==> src/rtl/time_disp_pkg.sv <==
// rtl/time_disp_pkg.sv - glyph codes, dimensions and font table for the time overlay
package time_disp_pkg;

  localparam logic [3:0] GLYPH_COLON = 4'd10;
  localparam logic [3:0] GLYPH_BLANK = 4'd11;
  localparam int         GLYPH_W     = 8;
  localparam int         GLYPH_H     = 16;

  // Seven-segment style outline of a digit: {a, b, c, d, e, f, g}
  function automatic logic [6:0] digit_segments(input logic [3:0] d);
    logic [6:0] s;
    case (d)
      4'd0:    s = 7'b1111110;
      4'd1:    s = 7'b0110000;
      4'd2:    s = 7'b1101101;
      4'd3:    s = 7'b1111001;
      4'd4:    s = 7'b0110011;
      4'd5:    s = 7'b1011011;
      4'd6:    s = 7'b1011111;
      4'd7:    s = 7'b1110000;
      4'd8:    s = 7'b1111111;
      4'd9:    s = 7'b1111011;
      default: s = 7'b0000000;
    endcase
    return s;
  endfunction

  // Font table: one 8-pixel row of a 8x16 glyph, bit 7 leftmost.
  // Rows 0, 1, 14 and 15 stay empty so adjacent glyphs never touch.
  function automatic logic [7:0] font_row(input logic [3:0] code, input logic [3:0] row);
    logic [6:0] s;
    logic [7:0] r;
    logic [7:0] upper_sides;
    logic [7:0] lower_sides;
    r           = 8'h00;
    s           = digit_segments(code);
    upper_sides = (s[1] ? 8'h60 : 8'h00) | (s[5] ? 8'h06 : 8'h00);
    lower_sides = (s[2] ? 8'h60 : 8'h00) | (s[4] ? 8'h06 : 8'h00);
    if (code == GLYPH_COLON) begin
      if (row == 4'd4 || row == 4'd5 || row == 4'd10 || row == 4'd11) r = 8'h18;
    end else if (code <= 4'd9) begin
      case (row)
        4'd2:                      r = s[6] ? 8'h7E : 8'h00;
        4'd3, 4'd4, 4'd5, 4'd6:    r = upper_sides;
        4'd7:                      r = s[0] ? 8'h7E : upper_sides;
        4'd8, 4'd9, 4'd10, 4'd11,
        4'd12:                     r = lower_sides;
        4'd13:                     r = s[3] ? 8'h7E : 8'h00;
        default:                   r = 8'h00;
      endcase
    end
    return r;
  endfunction

  // A snapshot nibble that is not valid BCD renders as an empty cell
  function automatic logic [3:0] digit_code(input logic [3:0] d);
    return (d > 4'd9) ? GLYPH_BLANK : d;
  endfunction

endpackage

==> src/rtl/digit_font_rom.sv <==
// rtl/digit_font_rom.sv - registered glyph row lookup, pipeline stage 2
module digit_font_rom
  import time_disp_pkg::*;
(
  input  logic       clk,
  input  logic [3:0] code,
  input  logic [3:0] row,
  output logic [7:0] bits
);

  // One-cycle font lookup; downstream gating makes a reset here unnecessary
  always_ff @(posedge clk) begin
    bits <= font_row(code, row);
  end

endmodule

==> src/rtl/time_overlay_render.sv <==
// rtl/time_overlay_render.sv - HH:MM:SS text overlay with sync delay line
module time_overlay_render
  import time_disp_pkg::*;
#(
  parameter int          ORIGIN_X   = 256,
  parameter int          ORIGIN_Y   = 224,
  parameter int          SCALE_LOG2 = 1,   // 0..2 only
  parameter int          LATCH_Y    = 480,
  parameter logic [11:0] FG_COLOR   = 12'hFFF,
  parameter logic [11:0] BG_COLOR   = 12'h000
) (
  input  logic        clk,
  input  logic        reset,
  input  logic [9:0]  pixel_x,
  input  logic [9:0]  pixel_y,
  input  logic        video_on,
  input  logic        hsync_in,
  input  logic        vsync_in,
  input  logic [3:0]  hours_tens,
  input  logic [3:0]  hours_units,
  input  logic [3:0]  minutes_tens,
  input  logic [3:0]  minutes_units,
  input  logic [3:0]  seconds_tens,
  input  logic [3:0]  seconds_units,
  output logic [11:0] rgb,
  output logic        hsync_out,
  output logic        vsync_out
);

  localparam int          CW   = GLYPH_W << SCALE_LOG2;
  localparam int          CH   = GLYPH_H << SCALE_LOG2;
  localparam logic [10:0] X_LO = 11'(ORIGIN_X);
  localparam logic [10:0] X_HI = 11'(ORIGIN_X + 8 * CW);
  localparam logic [10:0] Y_LO = 11'(ORIGIN_Y);
  localparam logic [10:0] Y_HI = 11'(ORIGIN_Y + CH);

  logic [3:0] snap_ht, snap_hu, snap_mt, snap_mu, snap_st, snap_su;

  logic [9:0] dx, dy;
  logic       in_box_next;
  logic [2:0] slot_next, col_next;
  logic [3:0] row_next;

  logic       in_box_1, video_on_1, hsync_1, vsync_1;
  logic [2:0] slot_1, col_1;
  logic [3:0] row_1;

  logic       in_box_2, video_on_2, hsync_2, vsync_2;
  logic [2:0] col_2;

  logic [3:0] glyph_code;
  logic [7:0] row_bits;
  logic       pixel_bit;

  // Frame snapshot in vertical blanking so the displayed time never tears
  always_ff @(posedge clk or posedge reset) begin
    if (reset) begin
      snap_ht <= '0; snap_hu <= '0;
      snap_mt <= '0; snap_mu <= '0;
      snap_st <= '0; snap_su <= '0;
    end else if (pixel_x == 10'd0 && pixel_y == 10'(LATCH_Y)) begin
      snap_ht <= hours_tens;   snap_hu <= hours_units;
      snap_mt <= minutes_tens; snap_mu <= minutes_units;
      snap_st <= seconds_tens; snap_su <= seconds_units;
    end
  end

  // Box-relative coordinates; scaling is a pure shift so no dividers appear
  always_comb begin
    dx          = pixel_x - 10'(ORIGIN_X);
    dy          = pixel_y - 10'(ORIGIN_Y);
    in_box_next = ({1'b0, pixel_x} >= X_LO) && ({1'b0, pixel_x} < X_HI) &&
                  ({1'b0, pixel_y} >= Y_LO) && ({1'b0, pixel_y} < Y_HI);
    slot_next   = 3'(dx >> (3 + SCALE_LOG2));
    col_next    = 3'(dx >> SCALE_LOG2);
    row_next    = 4'(dy >> SCALE_LOG2);
  end

  // Stage 1: geometry plus the delay line start; syncs idle high in reset
  always_ff @(posedge clk or posedge reset) begin
    if (reset) begin
      in_box_1   <= 1'b0;
      slot_1     <= '0;
      col_1      <= '0;
      row_1      <= '0;
      video_on_1 <= 1'b0;
      hsync_1    <= 1'b1;
      vsync_1    <= 1'b1;
    end else begin
      in_box_1   <= in_box_next;
      slot_1     <= slot_next;
      col_1      <= col_next;
      row_1      <= row_next;
      video_on_1 <= video_on;
      hsync_1    <= hsync_in;
      vsync_1    <= vsync_in;
    end
  end

  // Slot to glyph: H H : M M : S S
  always_comb begin
    glyph_code = GLYPH_BLANK;
    case (slot_1)
      3'd0:    glyph_code = digit_code(snap_ht);
      3'd1:    glyph_code = digit_code(snap_hu);
      3'd2:    glyph_code = GLYPH_COLON;
      3'd3:    glyph_code = digit_code(snap_mt);
      3'd4:    glyph_code = digit_code(snap_mu);
      3'd5:    glyph_code = GLYPH_COLON;
      3'd6:    glyph_code = digit_code(snap_st);
      3'd7:    glyph_code = digit_code(snap_su);
      default: glyph_code = GLYPH_BLANK;
    endcase
  end

  digit_font_rom u_font (
    .clk  (clk),
    .code (glyph_code),
    .row  (row_1),
    .bits (row_bits)
  );

  // Stage 2: carry the side signals alongside the ROM lookup
  always_ff @(posedge clk or posedge reset) begin
    if (reset) begin
      in_box_2   <= 1'b0;
      col_2      <= '0;
      video_on_2 <= 1'b0;
      hsync_2    <= 1'b1;
      vsync_2    <= 1'b1;
    end else begin
      in_box_2   <= in_box_1;
      col_2      <= col_1;
      video_on_2 <= video_on_1;
      hsync_2    <= hsync_1;
      vsync_2    <= vsync_1;
    end
  end

  // Bit 7 of the font row is the leftmost pixel of the cell
  always_comb begin
    pixel_bit = row_bits[3'd7 - col_2];
  end

  // Stage 3: colour select; blanking forces black regardless of glyph
  always_ff @(posedge clk or posedge reset) begin
    if (reset) begin
      rgb       <= 12'h000;
      hsync_out <= 1'b1;
      vsync_out <= 1'b1;
    end else begin
      if (!video_on_2)               rgb <= 12'h000;
      else if (in_box_2 && pixel_bit) rgb <= FG_COLOR;
      else                           rgb <= BG_COLOR;
      hsync_out <= hsync_2;
      vsync_out <= vsync_2;
    end
  end

endmodule

==> config.mk <==
export PLATFORM = sky130hd
export DESIGN_NAME = time_overlay_render
export DESIGN_NICKNAME = d
export VERILOG_FILES = /design/src/rtl/time_disp_pkg.sv /design/src/rtl/digit_font_rom.sv /design/src/rtl/time_overlay_render.sv
export SDC_FILE = /design/constraint.sdc
export NUM_CORES = 1
export LEC_CHECK = 0
export CAP_MARGIN = 20
export CORE_ASPECT_RATIO = 0.8
export CORE_MARGIN = 3
export CORE_UTILIZATION = 30
export CTS_CLUSTER_DIAMETER = 200
export DETAILED_ROUTE_END_ITERATION = 12
export SLEW_MARGIN = 15
export SYNTH_ARGS = -nofsm -noshare
export SYNTH_HDL_FRONTEND = slang
export SYNTH_SLANG_ARGS = --single-unit
==> constraint.sdc <==
create_clock -name clk -period 3.4 [get_ports clk]
set_input_delay 0.68 -clock clk [delete_from_list [all_inputs] [get_ports clk]]
set_output_delay 0.68 -clock clk [all_outputs]
set_load 0.05 [all_outputs]
==> results of run 1 <==
## registers in the layout, summed over array words and instances (netlist names)
name	flops
col_1	3
col_2	3
hsync_1	1
hsync_2	1
hsync_out	1
in_box_1	1
in_box_2	1
rgb	1
row_1	4
slot_1	3
snap_ht	4
snap_hu	4
snap_mt	4
snap_mu	4
snap_st	4
snap_su	4
u_font.bits	3
video_on_1	1
video_on_2	1
vsync_1	1
vsync_2	1
vsync_out	1
## final cells by class
cell class	instances	area share [%]
well taps	108	4.20
inverters	8	0.934
flip-flops and latches	51	39.5
clock buffers	7	2.68
clock inverters	1	0.156
repair buffers	64	19.8
multi-input cells	150	32.8
## metal layers
metal	global-route usage, %	vias up	share of wire [%]
li1	-	916	-
met1	18.0	845	54
met2	16.0	62	39
met3	3.04	2	6.0
met4	2.06	0	0.44
met5	0	-	0
## power breakdown
part	internal [mW]	leakage, nW	total [mW]	switching [mW]
logic	0.0826	0.654	0.148	0.0649
registers	0.626	0.614	0.642	0.0163
clock network	0.164	0.0482	0.346	0.181
## per-stage QoR
stage / area [sq um] / hold WS, ns / power [mW] / std cells / worst slack (ns)
2_1_floorplan: 2480 / 0.331 / 0.724 / 229 / 0.913
3_3_place_gp: 3120 / 0.333 / 0.803 / 381 / 0.385
3_5_place_dp: 3120 / 0.336 / 0.801 / 381 / 0.456
4_1_cts: 3220 / 0.357 / 1.16 / 389 / 0.447
5_1_grt: 3220 / 0.363 / 1.20 / 389 / 0.164
6_report: 3220 / 0.353 / 1.14 / 389 / 0.413
## cells by family after synthesis
| family | synth area share [%] |
|---|---|
| and+or+nand+nor | 15.1 |
| AOI/OAI and AO/OA | 15.3 |
| muxes | 9.01 |
| DFF | 51.1 |
| adders and majority gates | 3.02 |
| buffers and inverters | 6.60 |
## critical path, delay by kind of cell (launching register included)
kind,cells,cell delay (ns)
AO/OA/AOI/OAI,7,1.44
flip-flops,1,0.59
AND/OR/NAND/NOR,3,0.42
adder cells (fa/ha/maj),1,0.25
buffers and inverters,1,0.17
## Yosys cell counts (all sizes together), types with 3 or more instances
cell	count	area [sq um]
mux2	19	214
nor3	5	25.0
a211oi	4	35.0
nand2b	6	37.5
ha	6	75.1
nor4b	3	32.5
dfstp	6	158
inv	8	30.0
buf	15	115
dfrtp	42	1050
nor4	4	31.3
dfxtp	3	60.1
clkbuf	5	18.8
o211ai	3	22.5
nor2	14	52.6
o21ai	19	95.1
nand3	6	30.0
nand2	18	70.1
a21oi	8	40.0
o22ai	4	25.0
## worst paths after layout
kind,startpoint,end,cells past startpoint
setup reg to reg,slot_1[0]$_DFF_PP0_,u_font.bits[5]$_SDFF_PP0_,12
hold / removal,col_1[2]$_DFF_PP0_,col_2[2]$_DFF_PP0_,0
hold reg to reg,col_1[2]$_DFF_PP0_,col_2[2]$_DFF_PP0_,0
setup / recovery,slot_1[0]$_DFF_PP0_,u_font.bits[5]$_SDFF_PP0_,12
min in group asynchronous,reset,rgb[10]$_DFF_PP0_,2
max in group asynchronous,reset,hsync_1$_DFF_PP1_,3
## placed cells by master (no fill, tap or decap), types with 4 or more instances in the layout
cell type | netlist | final
nor2_1 | 14 | 13
nand2b_1 | 6 | 6
nand2_1 | 17 | 17
ha_1 | 6 | 6
clkbuf_8 | 0 | 6
dfrtp_1 | 42 | 42
nand3_1 | 6 | 6
clkdlybuf4s50_1 | 0 | 62
nor3_1 | 5 | 5
inv_1 | 8 | 7
o21ai_0 | 19 | 19
a21oi_1 | 8 | 8
dfstp_2 | 6 | 6
o22ai_1 | 4 | 4
mux2_2 | 19 | 19
==> impl_metrics.yaml, run 1 <==
clocking:
  cts_tree: "yes"
  h-tree-depth: 2
  cts_resized: 0
  cts_buffer_depth: 2
  cts_setup_buffers: 0
  clock_tree.root_cell: "clkbuf_8"
  cts_hold_buf: 0
  path_clk_slew_ns: 0.08
  worstSkewPairLatency_ns: 0.29
  cts_sinks: 51
  cts_buffers: 5
critical_path:
  cpPeakStageDelay_ns: 0.59
  cp.required_ns: 3.58
  cp-end-kind: "flip-flop"
  crit_path_cell_trace: "nor2b_1, a221oi_1, a32oi_1, o21ai_0, inv_1, ha_1, nor2_1, nor2_1, o211a_1, o211ai_1, a31oi_1, a311o_1"
  r2r_setup_slack_ns: 0.41
  path_max_fanout: 18
  crit_top_cell: "nor2_1"
  crit_type: "flip-flop to flip-flop"
  slowest_stage: "dfrtp_1"
  cp.arrival_ns: 3.17
  startpoint_type: "flip-flop"
synthesis:
  avgSynthCellArea_sq_um: 10.9
  synth.distinct_cells: 53
  syn-num-nets: 284
  async_flop_share_pct: 94.1
  yosysWarnings: 0
  synth_edf_count: 0
  synth_sequential_area_ratio_pct: 51.1
  ys_ff_latch: 51
  netlist_area_sq_um: 2480
  synth_ff_type: "dfrtp_1"
  postSynthCellCount: 229
pwr:
  p_per_area_nw_per_um2: 353
  ir_drop_v: 0.000164
  p_leak_nw: 1.32
finish:
  drive_gt1_share_pct: 15.7
  fin_nets: 335
  utilization_pct: 40.3
  ff_latch_area_sq_um: 1270
  nFillCells: 792
  n_antenna_cell: 0
  synthToLayoutAreaGrowth_pct: 29.4
  multi_input_area_sq_um: 1050
grt:
  grt_max_degree: 47
  first_global_vias: 1768
  grt_util_all_layers_pct: 11.5
  antenna_found_initial: 0
  grt_overflow: 0
  grt_pass1_wl_mm: 8.63
sta:
  slew_headroom_pct: 38.1
  setup_tns_ns: 0
  hold_viol: 0
  setup_violations: 0
  min_period_ns: 2.99
  period_share_pct: 87.9
  timing.fmax_mhz: 335
  grt_setup_unrepaired: "false"
  skew_ns: 0.00562
  slew_viol_final: 0
  worst_pin_slew_ns: 0.927
route:
  routedWlPerCell_um: 13.3
  wl_mm: 5.19
  antenna_left: 0
  drc: 0
  vias_per_cell: 4.69
  vias: 1825
  dr.pass1.iters: 4
  drtIter0Drc: 100
floorplanning:
  io_pins: 63
  die_h_um: 87.4
  fp-row-count: 29
  dieArea_sq_um: 9420
  core_area_sq_um: 7980
  die_width_um: 108
  initial_utilization_pct: 31.1
flow_run:
  maxCapViolCount: 0
placed_design:
  io_buffers: 62
  place_congestion: 0.826
  dp_hpwl_mm: 3.92
min_path:
  hold_class: "flip-flop to flip-flop"
run_status:
  status: "completed"
(Power assumes the default switching activity.)
==> run 2, diff against run 1 <==
--- a/config.mk
+++ b/config.mk
@@ -9,8 +9,10 @@
 export CORE_ASPECT_RATIO = 0.8
 export CORE_MARGIN = 3
 export CORE_UTILIZATION = 30
+export CTS_BUF_LIST = sky130_fd_sc_hd__clkbuf_4 sky130_fd_sc_hd__clkbuf_8
 export CTS_CLUSTER_DIAMETER = 200
 export DETAILED_ROUTE_END_ITERATION = 12
+export SKIP_LAST_GASP = 1
 export SLEW_MARGIN = 15
 export SYNTH_ARGS = -nofsm -noshare
 export SYNTH_HDL_FRONTEND = slang
==> run 2 against run 1 <==
Effect of this change: final cell count is the same; fmax about the same; clock power up 2%; non-clock buffer count did not move; critical path type unchanged; largest power group unchanged; highest routed layer unchanged.
==> impl_metrics.yaml, run 2 (same netlist as run 1, synthesis figures left out) <==
run_status:
  status: "completed"
critical_path:
  critical-path-top-delay-family: "compound AO/OA/AOI/OAI gates"
  r2r.worst_path.cells: 12
  cpPeakStageDelay_ns: 0.59
  crit_top_cell: "nor2_1"
  crit_type: "flip-flop to flip-flop"
  startpoint_type: "flip-flop"
  crit_path_cell_trace: "nor2b_1, a221oi_1, a32oi_1, o21ai_0, inv_1, ha_1, nor2_1, nor2_1, o211a_1, o211ai_1, a31oi_1, a311o_1"
  path_max_fanout: 18
  cp.arrival_ns: 3.17
  r2r_setup_slack_ns: 0.41
  cp_num_buf_inv: 1
  cp.required_ns: 3.58
  cp-end-kind: "flip-flop"
  critPathLaunch: "slot_1[0]$_DFF_PP0_"
  slowest_stage: "dfrtp_1"
  timing.rr.start: "slot_1[0]$_DFF_PP0_"
  r2r-end: "u_font.bits[5]$_SDFF_PP0_"
sta:
  min_period_ns: 2.99
  period_share_pct: 87.8
  setup_tns_ns: 0
  skew_ns: 0.00577
  hold_viol: 0
  slew_headroom_pct: 38.1
  grt_setup_unrepaired: "false"
  worst_pin_slew_ns: 0.927
  slew_viol_final: 0
  timing.fmax_mhz: 335
  setup_violations: 0
route:
  wl_mm: 5.19
  routedWlPerCell_um: 13.3
  drtIter0Drc: 100
  vias: 1824
  vias_per_cell: 4.69
  dr.pass1.iters: 4
  antenna_left: 0
  drc: 0
placed_design:
  place_congestion: 0.826
  dp_hpwl_mm: 3.92
  placed_area_sq_um: 3120
  io_buffers: 62
grt:
  grt_util_all_layers_pct: 11.5
  grt_max_degree: 47
  first_global_vias: 1768
  grt_overflow: 0
  grt_pass1_wl_mm: 8.63
  antenna_found_initial: 0
clocking:
  worstSkewPairLatency_ns: 0.29
  cts_setup_buffers: 0
  cts_tree: "yes"
  h-tree-depth: 2
  cts_buffer_depth: 2
  cts_hold_buf: 0
  cts_buffers: 5
  cts_resized: 0
  path_clk_slew_ns: 0.09
  cts_sinks: 51
  clock_tree.root_cell: "clkbuf_8"
floorplanning:
  dieArea_sq_um: 9420
  die_h_um: 87.4
  core_area_sq_um: 7980
  die_width_um: 108
  initial_utilization_pct: 31.1
  fp-row-count: 29
  io_pins: 63
finish:
  synthToLayoutAreaGrowth_pct: 29.6
  n_antenna_cell: 0
  stdcell_area_sq_um: 3220
  mostFrequentLayoutCells: "clkdlybuf4s50_1 (62), dfrtp_1 (42), mux2_2 (19), o21ai_0 (19), nand2_1 (17)"
  fin_nets: 335
  utilization_pct: 40.3
  layout_commonest_cell: "clkdlybuf4s50_1"
  drive_gt1_share_pct: 16.0
pwr:
  share_clk_of_total_power_pct: 31.0
  pwr-share-seq_pct: 56.1
  p_per_area_nw_per_um2: 355
  sw_frac_of_total_pct: 23.0
  ir_drop_v: 0.000164
  internal_power_mw: 0.881
  p_leak_nw: 1.32
  p_comb_share_pct: 12.9
  power.switching_mw: 0.263
flow_run:
  maxCapViolCount: 0
min_path:
  hold_class: "flip-flop to flip-flop"
  hold_depth: 0
  hold_end: "col_2[2]$_DFF_PP0_"
  min-delay-start: "col_1[2]$_DFF_PP0_"
[run 2: cell counts in the layout (fill, tap and decap cells not counted)]
No cell type changed its count.
[run 2: worst max-delay path by stage]
stage | endpoint | cells past startpoint
after CTS | u_font.bits[5]$_SDFF_PP0_ | 12
after detailed placement | u_font.bits[5]$_SDFF_PP0_ | 12
after floorplan | u_font.bits[5]$_SDFF_PP0_ | 14
after global placement | u_font.bits[5]$_SDFF_PP0_ | 12
final | u_font.bits[5]$_SDFF_PP0_ | 12
after global routing | u_font.bits[5]$_SDFF_PP0_ | 12
[run 2: power groups by stage]
| stage | clock, mW | combinational [mW] | sequential, mW |
|---|---|---|---|
| floorplan | 0 | 0.0753 | 0.648 |
| global placement | 0 | 0.149 | 0.653 |
| detailed placement | 0 | 0.147 | 0.654 |
| CTS | 0.374 | 0.148 | 0.642 |
| global route | 0.398 | 0.163 | 0.645 |
| finish | 0.354 | 0.148 | 0.642 |
[run 2: worst reg2reg max path: stages (launching register included)]
cell	delay (ns)
dfrtp_1	0.59
nor2b_1	0.24
a221oi_1	0.36
a32oi_1	0.11
o21ai_0	0.25
inv_1	0.17
ha_1	0.25
nor2_1	0.13
nor2_1	0.06
o211a_1	0.14
o211ai_1	0.21
a31oi_1	0.09
a311o_1	0.29
[run 2: cell type report]
type / instances / area (sq um)
Multi-Input combinational cell: 150 / 1050
Sequential cell: 51 / 1270
Fill cell: 792 / 4760
Clock buffer: 7 / 90.1
Timing Repair Buffer: 64 / 636
Tap cell: 108 / 135
Clock inverter: 1 / 5.00
Inverter: 8 / 30.0
[run 2: per-layer routing]
layer  GRT usage, %  up-vias  routed length, um
li1               -      916                  -
met1           18.0      844               2820
met2           16.0       62               2040
met3           3.04        2                309
met4           2.06        0                 23
met5              0        -                  0
[run 2: per-stage QoR]
step | total power [mW] | instances | setup WS (ns) | hold WS [ns]
after detailed placement | 0.801 | 381 | 0.456 | 0.336
after global routing | 1.21 | 389 | 0.164 | 0.363
after CTS | 1.16 | 389 | 0.447 | 0.357
final | 1.14 | 389 | 0.413 | 0.353
after floorplan | 0.724 | 229 | 0.913 | 0.331
after global placement | 0.803 | 381 | 0.385 | 0.333
==> run 3, diff against run 2 <==
--- a/config.mk
+++ b/config.mk
@@ -6,14 +6,14 @@
 export NUM_CORES = 1
 export LEC_CHECK = 0
 export CAP_MARGIN = 20
-export CORE_ASPECT_RATIO = 0.8
+export CORE_ASPECT_RATIO = 1.1
 export CORE_MARGIN = 3
 export CORE_UTILIZATION = 30
 export CTS_BUF_LIST = sky130_fd_sc_hd__clkbuf_4 sky130_fd_sc_hd__clkbuf_8
 export CTS_CLUSTER_DIAMETER = 200
 export DETAILED_ROUTE_END_ITERATION = 12
 export SKIP_LAST_GASP = 1
-export SLEW_MARGIN = 15
+export SLEW_MARGIN = 10
 export SYNTH_ARGS = -nofsm -noshare
 export SYNTH_HDL_FRONTEND = slang
 export SYNTH_SLANG_ARGS = --single-unit
==> run 3 against run 2 <==
Effect of this change: die area hardly changed; clock skew is 0.0016 ns higher; count of clock-buffer cells in the layout is 2 lower; combinational power hardly changed; highest routed layer unchanged; non-clock buffer count stayed put; global-route usage is 0.43 points higher; setup slack better by 0.15 ns; clock power is 5% higher.
==> impl_metrics.yaml, run 3 (same netlist as run 1, synthesis figures left out) <==
route:
  vias_per_cell: 4.74
  routedWlPerCell_um: 13.7
  dr.pass1.iters: 4
  wl_mm: 5.34
  vias: 1843
  antenna_left: 0
  drtIter0Drc: 62
  drc: 0
clocking:
  cts_buffer_depth: 2
  cts_sinks: 51
  path_clk_slew_ns: 0.10
  h-tree-depth: 2
  cts_resized: 0
  cts_hold_buf: 0
  clock_tree.root_cell: "clkbuf_8"
  cts_buffers: 5
  cts_tree: "yes"
  cts_setup_buffers: 0
  worstSkewPairLatency_ns: 0.31
finish:
  stdcell_area_sq_um: 3240
  n_antenna_cell: 0
  nFillCells: 785
  utilization_pct: 40.5
  instances_no_fill: 389
  layout_commonest_cell: "clkdlybuf4s50_1"
  drive_gt1_share_pct: 16.0
  mostFrequentLayoutCells: "clkdlybuf4s50_1 (62), dfrtp_1 (42), mux2_2 (19), o21ai_0 (19), nand2_1 (17)"
  synthToLayoutAreaGrowth_pct: 30.4
  fin_nets: 335
run_status:
  status: "completed"
floorplanning:
  core_area_sq_um: 8000
  die_width_um: 92.8
  dieArea_sq_um: 9410
  die_h_um: 101
  fp-row-count: 34
  initial_utilization_pct: 31.1
  io_pins: 63
sta:
  setup_tns_ns: 0
  slew_headroom_pct: 57.2
  setup_violations: 0
  grt_setup_unrepaired: "false"
  worst_pin_slew_ns: 0.639
  timing.fmax_mhz: 352
  hold_viol: 0
  skew_ns: 0.00740
  slew_viol_final: 0
  fin_ws_ns: 0.561
  min_period_ns: 2.84
  period_share_pct: 83.5
  hold_ws_ns: 0.360
min_path:
  min-delay-start: "vsync_2$_DFF_PP1_"
  hold_class: "flip-flop to flip-flop"
pwr:
  p_leak_nw: 1.32
  p_per_area_nw_per_um2: 358
  power_mw: 1.16
  ir_drop_v: 0.000147
placed_design:
  place_congestion: 0.857
  dp_hpwl_mm: 4.00
  io_buffers: 62
  placed_area_sq_um: 3120
  numPlacedInstances: 380
  dpl_worst_slack_ns: 0.613
critical_path:
  crit_path_cell_trace: "nand3b_1, o22ai_1, o31ai_2, inv_1, ha_1, nor3_1, o21ai_0, a31oi_1, o21bai_1"
  cpPeakStageDelay_ns: 0.67
  cp_num_buf_inv: 1
  slowest_stage: "dfrtp_1"
  critPathLaunch: "slot_1[0]$_DFF_PP0_"
  timing.rr.start: "slot_1[0]$_DFF_PP0_"
  startpoint_type: "flip-flop"
  crit_type: "flip-flop to flip-flop"
  cp-end-kind: "flip-flop"
  path_max_fanout: 18
  cp.arrival_ns: 3.09
  cp.required_ns: 3.65
  critical-path-top-delay-family: "compound AO/OA/AOI/OAI gates"
grt:
  grt_max_degree: 49
  antenna_found_initial: 0
  first_global_vias: 1888
  grt_pass1_wl_mm: 9.07
  grt_overflow: 0
  grt_util_all_layers_pct: 12.0
flow_run:
  maxCapViolCount: 0
## run 3: cell type report
| type | count | area [sq um] | area share [%] |
|---|---|---|---|
| Inverter | 8 | 30.0 | 0.927 |
| Timing Repair Buffer | 64 | 656 | 20.2 |
| Sequential cell | 51 | 1270 | 39.2 |
| Tap cell | 108 | 135 | 4.17 |
| Multi-Input combinational cell | 150 | 1050 | 32.5 |
| Clock buffer | 5 | 68.8 | 2.12 |
| Clock inverter | 3 | 27.5 | 0.849 |
## run 3: worst paths after layout
check	end	slack [ns]	cells past startpoint
setup / recovery	u_font.bits[3]$_DFF_P_	0.56	9
hold / removal	vsync_out$_DFF_PP1_	0.36	0
setup reg to reg	u_font.bits[3]$_DFF_P_	0.56	9
hold reg to reg	vsync_out$_DFF_PP1_	0.36	0
max in group asynchronous	hsync_out$_DFF_PP1_	2.11	3
min in group asynchronous	snap_hu[1]$_DFFE_PP0P_	0.72	2
## run 3: routing by layer
metal	GRT usage [%]	vias up	routed length, um
met3	1.93	8	151
met4	4.62	0	100
met5	0	-	0
li1	-	918	-
met2	20.5	35	2730
met1	15.2	882	2360
## run 3: power by group
part / leakage (nW) / total (mW) / switching, mW / internal, mW
Sequential: 0.614 / 0.641 / 0.0152 / 0.626
Combinational: 0.662 / 0.150 / 0.0654 / 0.0849
Clock: 0.0463 / 0.370 / 0.219 / 0.151
